--- src/rtl/gfx_pkg.sv ---
// Shared constants for the tile scroll sequencer: FSM encodings, peripheral
// register addresses and default tilemap geometry.
package gfx_pkg;

  typedef logic [1:0] scroll_state_t;

  localparam scroll_state_t ST_IDLE  = 2'd0;
  localparam scroll_state_t ST_WR_LO = 2'd1;
  localparam scroll_state_t ST_WR_HI = 2'd2;
  localparam scroll_state_t ST_FILL  = 2'd3;

  localparam logic [14:0] SCROLL_ADDR  = 15'h3000;
  localparam logic [14:0] TILEMAP_BASE = 15'h0000;
  localparam logic [14:0] TILEMAP_SIZE = 15'h1000;

  localparam int DEF_MAP_COLS    = 128;
  localparam int DEF_MAP_ROWS    = 30;
  localparam int DEF_TILE_W_LOG2 = 3;
  localparam int DEF_LEAD_COLS   = 81;

endpackage

--- src/rtl/tile_scroll_ctrl_if.sv ---
// Avalon-MM style byte bus used on both the host side and the peripheral side.
interface tile_scroll_ctrl_if;
  logic        chipselect;
  logic        write;
  logic [14:0] address;
  logic [7:0]  writedata;
  logic [7:0]  readdata;
  logic        waitrequest;

  modport master (output chipselect, write, address, writedata,
                  input  readdata, waitrequest);
  modport slave  (input  chipselect, write, address, writedata,
                  output readdata, waitrequest);
endinterface

--- src/rtl/avalon_bus_mux.sv ---
// Two-way bus arbiter: the host passes straight through unless the controller
// owns the bus, in which case host requests are stalled.
module avalon_bus_mux (
  input  logic               i_sel_ctrl,
  tile_scroll_ctrl_if.slave  host,
  input  logic               i_ctrl_chipselect,
  input  logic               i_ctrl_write,
  input  logic [14:0]        i_ctrl_address,
  input  logic [7:0]         i_ctrl_writedata,
  tile_scroll_ctrl_if.master m
);

  always_comb begin
    host.readdata = m.readdata;
    if (i_sel_ctrl) begin
      m.chipselect     = i_ctrl_chipselect;
      m.write          = i_ctrl_write;
      m.address        = i_ctrl_address;
      m.writedata      = i_ctrl_writedata;
      host.waitrequest = host.chipselect;
    end else begin
      m.chipselect     = host.chipselect;
      m.write          = host.write;
      m.address        = host.address;
      m.writedata      = host.writedata;
      host.waitrequest = 1'b0;
    end
  end

endmodule

--- src/rtl/tile_scroll_ctrl.sv ---
// Per-frame scroll sequencer: writes the new pixel offset to the peripheral and
// refills one off-screen tilemap column whenever a tile boundary is crossed.
//
//   state    | meaning
//   ST_IDLE  | host owns the bus, waiting for an enabled frame tick
//   ST_WR_LO | writing scroll offset low byte
//   ST_WR_HI | writing scroll offset high byte, committing the offset
//   ST_FILL  | streaming MAP_ROWS tile bytes into the lead column
module tile_scroll_ctrl
  import gfx_pkg::*;
#(
  parameter int MAP_COLS    = DEF_MAP_COLS,
  parameter int MAP_ROWS    = DEF_MAP_ROWS,
  parameter int TILE_W_LOG2 = DEF_TILE_W_LOG2,
  parameter int LEAD_COLS   = DEF_LEAD_COLS
) (
  input  logic               clk,
  input  logic               reset,
  input  logic               frame_tick,
  input  logic               enable,
  input  logic [2:0]         speed,
  tile_scroll_ctrl_if.slave  host,
  input  logic               col_valid,
  input  logic [7:0]         col_data,
  output logic               col_ready,
  tile_scroll_ctrl_if.master m,
  output logic [9:0]         scroll_offset,
  output logic               busy,
  output logic               underrun
);

  localparam int COL_W = $clog2(MAP_COLS);
  localparam int ROW_W = $clog2(MAP_ROWS);

  scroll_state_t    r_state;
  logic [9:0]       r_scroll;
  logic [9:0]       r_new;
  logic             r_crossed;
  logic [ROW_W-1:0] r_row;
  logic [COL_W-1:0] r_fill_col;
  logic             r_underrun;

  logic [9:0]  w_sum;
  logic        w_crossed;
  logic        w_last_row;
  logic        w_busy;
  logic [14:0] w_fill_addr;
  logic        w_ctrl_cs;
  logic        w_ctrl_we;
  logic [14:0] w_ctrl_addr;
  logic [7:0]  w_ctrl_wdata;

  assign w_sum       = r_scroll + {7'd0, speed};
  assign w_crossed   = (w_sum >> TILE_W_LOG2) != (r_scroll >> TILE_W_LOG2);
  assign w_last_row  = (r_row == ROW_W'(MAP_ROWS - 1));
  assign w_busy      = (r_state != ST_IDLE);
  assign w_fill_addr = TILEMAP_BASE + ((15'(r_row) << COL_W) | 15'(r_fill_col));

  always_ff @(posedge clk or posedge reset) begin
    if (reset) begin
      r_state    <= ST_IDLE;
      r_scroll   <= '0;
      r_new      <= '0;
      r_crossed  <= 1'b0;
      r_row      <= '0;
      r_fill_col <= '0;
      r_underrun <= 1'b0;
    end else begin
      if (frame_tick && w_busy)
        r_underrun <= 1'b1;
      case (r_state)
        ST_IDLE: begin
          if (frame_tick && enable) begin
            r_new     <= w_sum;
            r_crossed <= w_crossed;
            r_state   <= ST_WR_LO;
          end
        end
        ST_WR_LO: r_state <= ST_WR_HI;
        ST_WR_HI: begin
          r_scroll <= r_new;
          if (r_crossed) begin
            // lead column wraps naturally through the COL_W-bit truncation
            r_fill_col <= COL_W'(r_new >> TILE_W_LOG2) + COL_W'(LEAD_COLS);
            r_row      <= '0;
            r_state    <= ST_FILL;
          end else begin
            r_state <= ST_IDLE;
          end
        end
        ST_FILL: begin
          if (col_valid) begin
            r_row <= r_row + ROW_W'(1);
            if (w_last_row)
              r_state <= ST_IDLE;
          end
        end
        default: r_state <= ST_IDLE;
      endcase
    end
  end

  always_comb begin
    w_ctrl_cs    = 1'b0;
    w_ctrl_we    = 1'b0;
    w_ctrl_addr  = '0;
    w_ctrl_wdata = '0;
    col_ready    = 1'b0;
    case (r_state)
      ST_WR_LO: begin
        w_ctrl_cs    = 1'b1;
        w_ctrl_we    = 1'b1;
        w_ctrl_addr  = SCROLL_ADDR;
        w_ctrl_wdata = r_new[7:0];
      end
      ST_WR_HI: begin
        w_ctrl_cs    = 1'b1;
        w_ctrl_we    = 1'b1;
        w_ctrl_addr  = SCROLL_ADDR + 15'd1;
        w_ctrl_wdata = {6'd0, r_new[9:8]};
      end
      ST_FILL: begin
        w_ctrl_cs    = col_valid;
        w_ctrl_we    = col_valid;
        w_ctrl_addr  = w_fill_addr;
        w_ctrl_wdata = col_data;
        col_ready    = col_valid;
      end
      default: ;
    endcase
  end

  avalon_bus_mux u_bus_mux (
    .i_sel_ctrl        (w_busy),
    .host              (host),
    .i_ctrl_chipselect (w_ctrl_cs),
    .i_ctrl_write      (w_ctrl_we),
    .i_ctrl_address    (w_ctrl_addr),
    .i_ctrl_writedata  (w_ctrl_wdata),
    .m                 (m)
  );

  assign scroll_offset = r_scroll;
  assign busy          = w_busy;
  assign underrun      = r_underrun;

endmodule

--- src/flat_wrapper.sv ---
// flat-port wrapper written by rule: the top's interface ports become plain ports
module tile_scroll_ctrl_flat import gfx_pkg::*;
#(
  parameter int MAP_COLS    = DEF_MAP_COLS,
  parameter int MAP_ROWS    = DEF_MAP_ROWS,
  parameter int TILE_W_LOG2 = DEF_TILE_W_LOG2,
  parameter int LEAD_COLS   = DEF_LEAD_COLS
)
  (clk, reset, frame_tick, enable, speed, col_valid, col_data, col_ready, scroll_offset, busy, underrun, host_chipselect, host_write, host_address, host_writedata, host_readdata, host_waitrequest, m_chipselect, m_write, m_address, m_writedata, m_readdata, m_waitrequest);
  tile_scroll_ctrl_if host_i ();
  tile_scroll_ctrl_if m_i ();
  input  logic clk;
  input  logic reset;
  input  logic frame_tick;
  input  logic enable;
  input  logic [2:0] speed;
  input  logic col_valid;
  input  logic [7:0] col_data;
  output logic col_ready;
  output logic [9:0] scroll_offset;
  output logic busy;
  output logic underrun;
  input wire logic [$bits(host_i.chipselect)-1:0] host_chipselect;
  input wire logic [$bits(host_i.write)-1:0] host_write;
  input wire logic [$bits(host_i.address)-1:0] host_address;
  input wire logic [$bits(host_i.writedata)-1:0] host_writedata;
  output wire logic [$bits(host_i.readdata)-1:0] host_readdata;
  output wire logic [$bits(host_i.waitrequest)-1:0] host_waitrequest;
  output wire logic [$bits(m_i.chipselect)-1:0] m_chipselect;
  output wire logic [$bits(m_i.write)-1:0] m_write;
  output wire logic [$bits(m_i.address)-1:0] m_address;
  output wire logic [$bits(m_i.writedata)-1:0] m_writedata;
  input wire logic [$bits(m_i.readdata)-1:0] m_readdata;
  input wire logic [$bits(m_i.waitrequest)-1:0] m_waitrequest;
  assign host_i.chipselect = host_chipselect;
  assign host_i.write = host_write;
  assign host_i.address = host_address;
  assign host_i.writedata = host_writedata;
  assign host_readdata = host_i.readdata;
  assign host_waitrequest = host_i.waitrequest;
  assign m_chipselect = m_i.chipselect;
  assign m_write = m_i.write;
  assign m_address = m_i.address;
  assign m_writedata = m_i.writedata;
  assign m_i.readdata = m_readdata;
  assign m_i.waitrequest = m_waitrequest;
  tile_scroll_ctrl #(.MAP_COLS(MAP_COLS), .MAP_ROWS(MAP_ROWS), .TILE_W_LOG2(TILE_W_LOG2), .LEAD_COLS(LEAD_COLS)) u_core (.clk(clk), .reset(reset), .frame_tick(frame_tick), .enable(enable), .speed(speed), .host(host_i), .col_valid(col_valid), .col_data(col_data), .col_ready(col_ready), .m(m_i), .scroll_offset(scroll_offset), .busy(busy), .underrun(underrun));
endmodule
--- config.mk ---
export PLATFORM = sky130hd
export DESIGN_NAME = tile_scroll_ctrl_flat
export DESIGN_NICKNAME = d
export VERILOG_FILES = /design/src/rtl/gfx_pkg.sv /design/src/rtl/tile_scroll_ctrl_if.sv /design/src/rtl/avalon_bus_mux.sv /design/src/rtl/tile_scroll_ctrl.sv /design/src/flat_wrapper.sv
export SDC_FILE = /design/constraint.sdc
export NUM_CORES = 1
export LEC_CHECK = 0
export ABC_CLOCK_PERIOD_IN_PS = 1800
export CELL_PAD_IN_SITES_DETAIL_PLACEMENT = 1
export CELL_PAD_IN_SITES_GLOBAL_PLACEMENT = 2
export CORE_UTILIZATION = 24
export CTS_CLUSTER_DIAMETER = 150
export DETAILED_ROUTE_END_ITERATION = 16
export PLACE_DENSITY = 0.77
export SETUP_SLACK_MARGIN = 0.05
export SYNTH_ARGS = -nofsm -noshare
export SYNTH_HDL_FRONTEND = slang
export SYNTH_SLANG_ARGS = --single-unit
--- constraint.sdc ---
create_clock -name clk -period 1.8 [get_ports clk]
set_input_delay 0.36 -clock clk [delete_from_list [all_inputs] [get_ports clk]]
set_output_delay 0.36 -clock clk [all_outputs]
set_load 0.05 [all_outputs]
After elaboration in Yosys (flattened, before gate mapping)
Index checks and enable logic that the tools add are counted.
{"block": "word_totals", "regBits": 36, "out_inout_bits": 47, "word_cells": 47}
{"block": "classes", "eq_ne": 9, "n_reduce_logical": 10, "mux": 17, "n_bitwise": 1, "n_addsub": 3}
{"op": "$pmux 15 s3", "n": 1}
{"op": "$pmux 8 s3", "n": 1}
{"op": "$mux 15", "n": 1}
{"op": "$or 12x7->12", "n": 1}
{"op": "$add 10x3->10", "n": 1}
{"op": "$mux 5", "n": 2}
{"op": "$pmux 5 s2", "n": 1}
{"op": "$mux 2", "n": 4}
{"op": "$mux 8", "n": 1}
{"op": "$pmux 2 s4", "n": 1}
{"op": "$add 7x7->7 const B", "n": 1}
{"op": "$ne 7x7->1", "n": 1}
{"op": "$ne 2x1->1 const B", "n": 3}
{"op": "$reduce_and 3->1", "n": 2}
{"op": "$add 5x1->5 const B", "n": 1}
{"op": "$eq 5x5->1 const B", "n": 1}
{"op": "$eq 2x2->1 const B", "n": 2}
{"op": "$mux 1", "n": 4}
{"op": "$reduce_and 2->1", "n": 2}
{"op": "$reduce_bool 2->1", "n": 2}
{"op": "$eq 2x1->1 const B", "n": 1}
{"op": "$logic_and 1x1->1", "n": 2}
{"op": "$logic_not 2->1", "n": 1}
{"op": "$ne 2x2->1 const B", "n": 1}
{"op": "other kinds (2)", "n": 2}

Logic depth before layout (Yosys ltp)
{"block": "depth", "depth_word": 4, "depth_mapped": 7, "depth_no_buf": 6}

Cells and area by module
Synthesis repeated with hierarchy kept, for this count alone.
{"block": "hier_totals", "cells_unflattened": 246, "area_unflattened_um2": 2514.9}
{"module": "tile_scroll_ctrl", "cells_per_inst": 209, "area_each_um2": 2044.5, "n_inst": 1, "seq_area_each_um2": 900.9}
{"module": "avalon_bus_mux", "cells_per_inst": 37, "area_each_um2": 470.5, "n_inst": 1, "seq_area_each_um2": 0.0}

Least setup slack after synthesis
Ideal clock, no wire load.
{"block": "synth_timing", "path_type": "reg-to-output", "startpoint": "reg u_core.r_state[0]", "endpoint": "out m_writedata[0]", "path_stages_with_launch": 6, "path_slack_ns": -0.739, "t_required_ns": 1.440, "arrival_ns": 2.179, "path_cell_list": "dfrtp_1 -> inv_1 -> ha_1 -> buf_2 -> clkinv_1 -> a21oi_1"}
{"block": "synth_between", "word_cells_on_any_way": 6, "classes_between": "3 x eq/ne; 2 x mux; 1 x reduce/logical"}
{"element": "start: declaration", "line_no": "tile_scroll_ctrl.sv:35", "source": "scroll_state_t r_state;"}
{"element": "start signal: assignment", "line_no": "tile_scroll_ctrl.sv:61", "source": "r_state <= ST_IDLE;"}
{"element": "start signal: assignment", "line_no": "tile_scroll_ctrl.sv:76", "source": "r_state <= ST_WR_LO;"}
{"element": "start signal: assignment", "line_no": "tile_scroll_ctrl.sv:79", "source": "ST_WR_LO: r_state <= ST_WR_HI;"}
{"element": "$reduce_bool 2->1", "line_no": "tile_scroll_ctrl.sv:56", "source": "assign w_busy = (r_state != ST_IDLE);"}
{"element": "named net busy", "line_no": "flat_wrapper.sv:21", "source": "output logic busy;"}
{"element": "$mux 8", "line_no": "avalon_bus_mux.sv:15", "source": "if (i_sel_ctrl) begin"}
{"element": "end: declaration", "line_no": "flat_wrapper.sv:32", "source": "output wire logic [$bits(m_i.writedata)-1:0] m_writedata;"}
The timed path passes the listed nets, and every way through them passes these cells.

Worst setup path after layout
{"block": "layout_timing", "startpoint": "reg u_core.r_state[1]", "endpoint": "out m_writedata[5]"}
{"block": "layout_between", "elab_chain_cells": 3, "word_cells_on_any_way": 6, "classes_between": "3 x eq/ne; 2 x mux; 1 x reduce/logical"}
{"element": "$eq 2x2->1 / $eq 2x1->1 (equally long branches)", "line_no": "tile_scroll_ctrl.sv:109", "source": "case (r_state)"}
{"element": "$pmux 8 s3", "line_no": "tile_scroll_ctrl.sv:109"}
{"element": "$mux 8 (*)", "line_no": "avalon_bus_mux.sv:15"}
Mark *: on every way between the ends. The rest lies on a longest branch, timed or not.

==> flow_metrics.tcl <==
set metrics [dict create \
    areaGrowthSynthToFinish_pct 95.5 \
    synth.avg_cell_area_um2 8.93 \
    async_flop_share_pct 100 \
    crit_chain "ha_4 -> buf_6 -> buf_6 -> a22oi_1 -> o21ai_4 -> buf_12" \
    clock_latency_ns 0.29 \
    fin_tns_setup_ns -5.33 \
    rows 35 \
    grt.met2_usage_pct 28.5 \
    via_per_inst 4.75 \
    rr_worst_depth 7 \
    critPathMaxFanout 6 \
    firstDrtPassIters 4 \
    clock-skew-final_ns 0.00518 \
    seq_area_frac_synth_pct 39.6 \
    maxCapViolCount 0 \
    core-area_um2 9200 \
    slew_violations 0 \
    synth-edff-count 0 \
    yosys_warnings 0 \
    clockBufferDepth 2 \
    worst_pin_slew_ns 0.492 \
    die_h_um 99.4 \
    cts_root_buffer "clkbuf_8" \
    cts_tree "yes" \
    clkTransAtPathRegs_ns 0.07 \
    grt_pass1_wl_mm 12.7 \
    place_congestion 0.715 \
    critPathLaunchType "register" \
    power_density_nw_per_um2 1960 \
    period_share_pct 117 \
    cts_hold_buf 0 \
    drc 0 \
    worstPathRequired_ns 1.44 \
    layout-drive-gt1-share_pct 48.6 \
    dp_hpwl_mm 5.59 \
    fin_total_pwr_mw 8.74 \
    yosys_register_bits 36 \
    finalHoldViolCount 0 \
    end_kind "primary output" \
    reg2reg_from "u_core.r_state[1]" \
    crit_slowest_cell "dfrtp_2" \
    postRouteAntennaNets 0 \
    drtIter0Drc 61 \
    cts_sinks 36 \
    use_met1_pct 21.1 \
    ys.flop_type "dfrtp_1" \
    fmax_mhz 476 \
    synth_area_um2 2280 \
    h-tree-depth 2 \
    gr-total-overflow 0 \
    whs_ns 0.477 \
    crit_arrival_ns 1.74 \
    start_util_pct 24.8 \
    rsz0062_at_grt "yes" \
    reg2reg_slack_ns 0.08 \
    wl_per_cell_um 16.3 \
    status "finished, violations left" \
    grt_max_degree 37 \
    antenna_found_initial 0 \
    final_util_pct 48.4 \
    r2r-end "u_core.r_crossed" \
    top_usage_layer "met2" \
    violations "setup timing" \
    met3_usage_pct 2.39 \
    setup_ws_ns -0.299 \
    ys_types 37 \
    io_pins 97 \
    syn_inst 255 \
    worst-setup-path-type "reg -> out" \
    relSlewSlack_pct 67.2 \
    setup_viol 27 \
    syn_nets 316 \
    crit_path_max_incr_delay_ns 0.47 \
    final_cell_area_um2 4450 \
    diodes 0 \
    hold_class "in -> async" \
    port_buffers 79 \
    die_area_um2 9880 \
    fp.dieW_um 99.4 \
    ir_drop_mv 0.891 \
    cp_common_cell "buf_6" \
    p_leak_nw 1.94 \
    grtUsageTotal_pct 16.6 \
    dpl_cell_area_um2 3820 \
    numCtsBuffers 5 \
    fin_nets 428 \
    fin_crit_ns 2.10 \
    wl_mm 7.81 \
    vias 2276 \
    grt_pass1_vias 2443 \
]
==> registers in the layout, indices dropped and copies added, names as in the netlist <==
register              flops
u_core.scroll_offset     10
u_core.r_state            2
u_core.underrun           1
u_core.r_fill_col         7
u_core.r_new             10
u_core.r_crossed          1
u_core.r_row              5
==> how the worst max path moves through the flow <==
stage	slack, ns	cells past startpoint	end	startpoint
floorplan	-0.04	5	m_writedata[0]	u_core.r_state[1]
global placement	-0.24	7	u_core.r_new[8]	speed[0]
detailed placement	-0.27	7	u_core.r_new[8]	speed[0]
CTS	-0.30	6	m_writedata[1]	u_core.r_state[0]
global route	-0.36	6	m_writedata[1]	u_core.r_state[0]
finish	-0.30	6	m_writedata[5]	u_core.r_state[1]
==> cell usage after synthesis, types with 5 or more instances <==
master	instances	area [um2]
dfrtp_1	36	901
ha_1	10	125
mux2_2	14	158
a21oi_1	9	45.0
buf_4	9	67.6
o21ai_0	33	165
nor2_1	6	22.5
inv_1	7	26.3
nand2_1	53	199
xor2_1	6	52.6
a22oi_1	6	45.0
clkbuf_1	5	18.8
xnor2_1	9	78.8
buf_2	7	35.0
==> per-stage QoR <==
step	setup slack [ns]	std cells
after floorplan	-0.0368	255
after global placement	-0.236	452
after detailed placement	-0.275	452
after CTS	-0.305	477
after global routing	-0.364	479
final	-0.299	479
==> kinds of logic after synthesis <==
| kind of cell | Yosys count | synth area share, % |
|---|---|---|
| AND/OR/NAND/NOR | 81 | 16.3 |
| AO/OA/AOI/OAI | 67 | 17.8 |
| flip-flops | 36 | 39.6 |
| buffers and inverters | 30 | 6.81 |
| XOR/XNOR | 15 | 5.77 |
| multiplexers | 15 | 7.36 |
| adder cells (fa/ha/maj) | 11 | 6.37 |
==> layout make-up <==
cell class              count  area (um2)
fillers                   982        4740
multi-input cells         189        1710
repair buffers            127        1560
flip-flops and latches     36         906
well taps                 111         139
clock buffers               6        82.6
inverters                   8        47.5
clock inverters             2        10.0
==> cell usage in the layout, fill, tap and decap left out, types with 6 or more instances in the layout <==
master,Yosys,final
nand2_4,0,12
xor2_1,6,6
buf_6,0,12
clkdlybuf4s50_1,0,39
clkbuf_8,0,6
nand2_2,0,8
dfrtp_1,36,32
buf_4,9,36
o21ai_4,0,16
o21ai_0,33,16
xnor2_1,9,9
nand2_1,53,33
buf_8,0,10
buf_12,0,27
mux2_2,14,13
==> worst max-delay path: cells and delay by family, from the launching register on <==
| family | cells | cell delay [ns] |
|---|---|---|
| flops | 1 | 0.47 |
| fa+ha+maj | 1 | 0.22 |
| buf+inv | 3 | 0.42 |
| compound gates | 2 | 0.34 |
==> metal layers <==
layer	vias to the layer above	share of wire, %
li1	1096	-
met1	1107	44
met2	61	51
met3	12	3.2
met4	0	1.7
met5	-	0
==> power by group <==
group / leakage (nW) / internal [mW] / switching [mW]
registers: 0.464 / 1.02 / 0.299
clock network: 0.0510 / 0.306 / 0.302
logic: 1.42 / 3.31 / 3.49
total: 1.94 / 4.64 / 4.09
==> timing repair <==
action	in CTS	in global routing
buffers inserted	14	4
setup endpoints to repair	33	47
pin swaps	18	10
gates resized for setup	71	23
cloned	3	0
(Power assumes the default switching activity.)
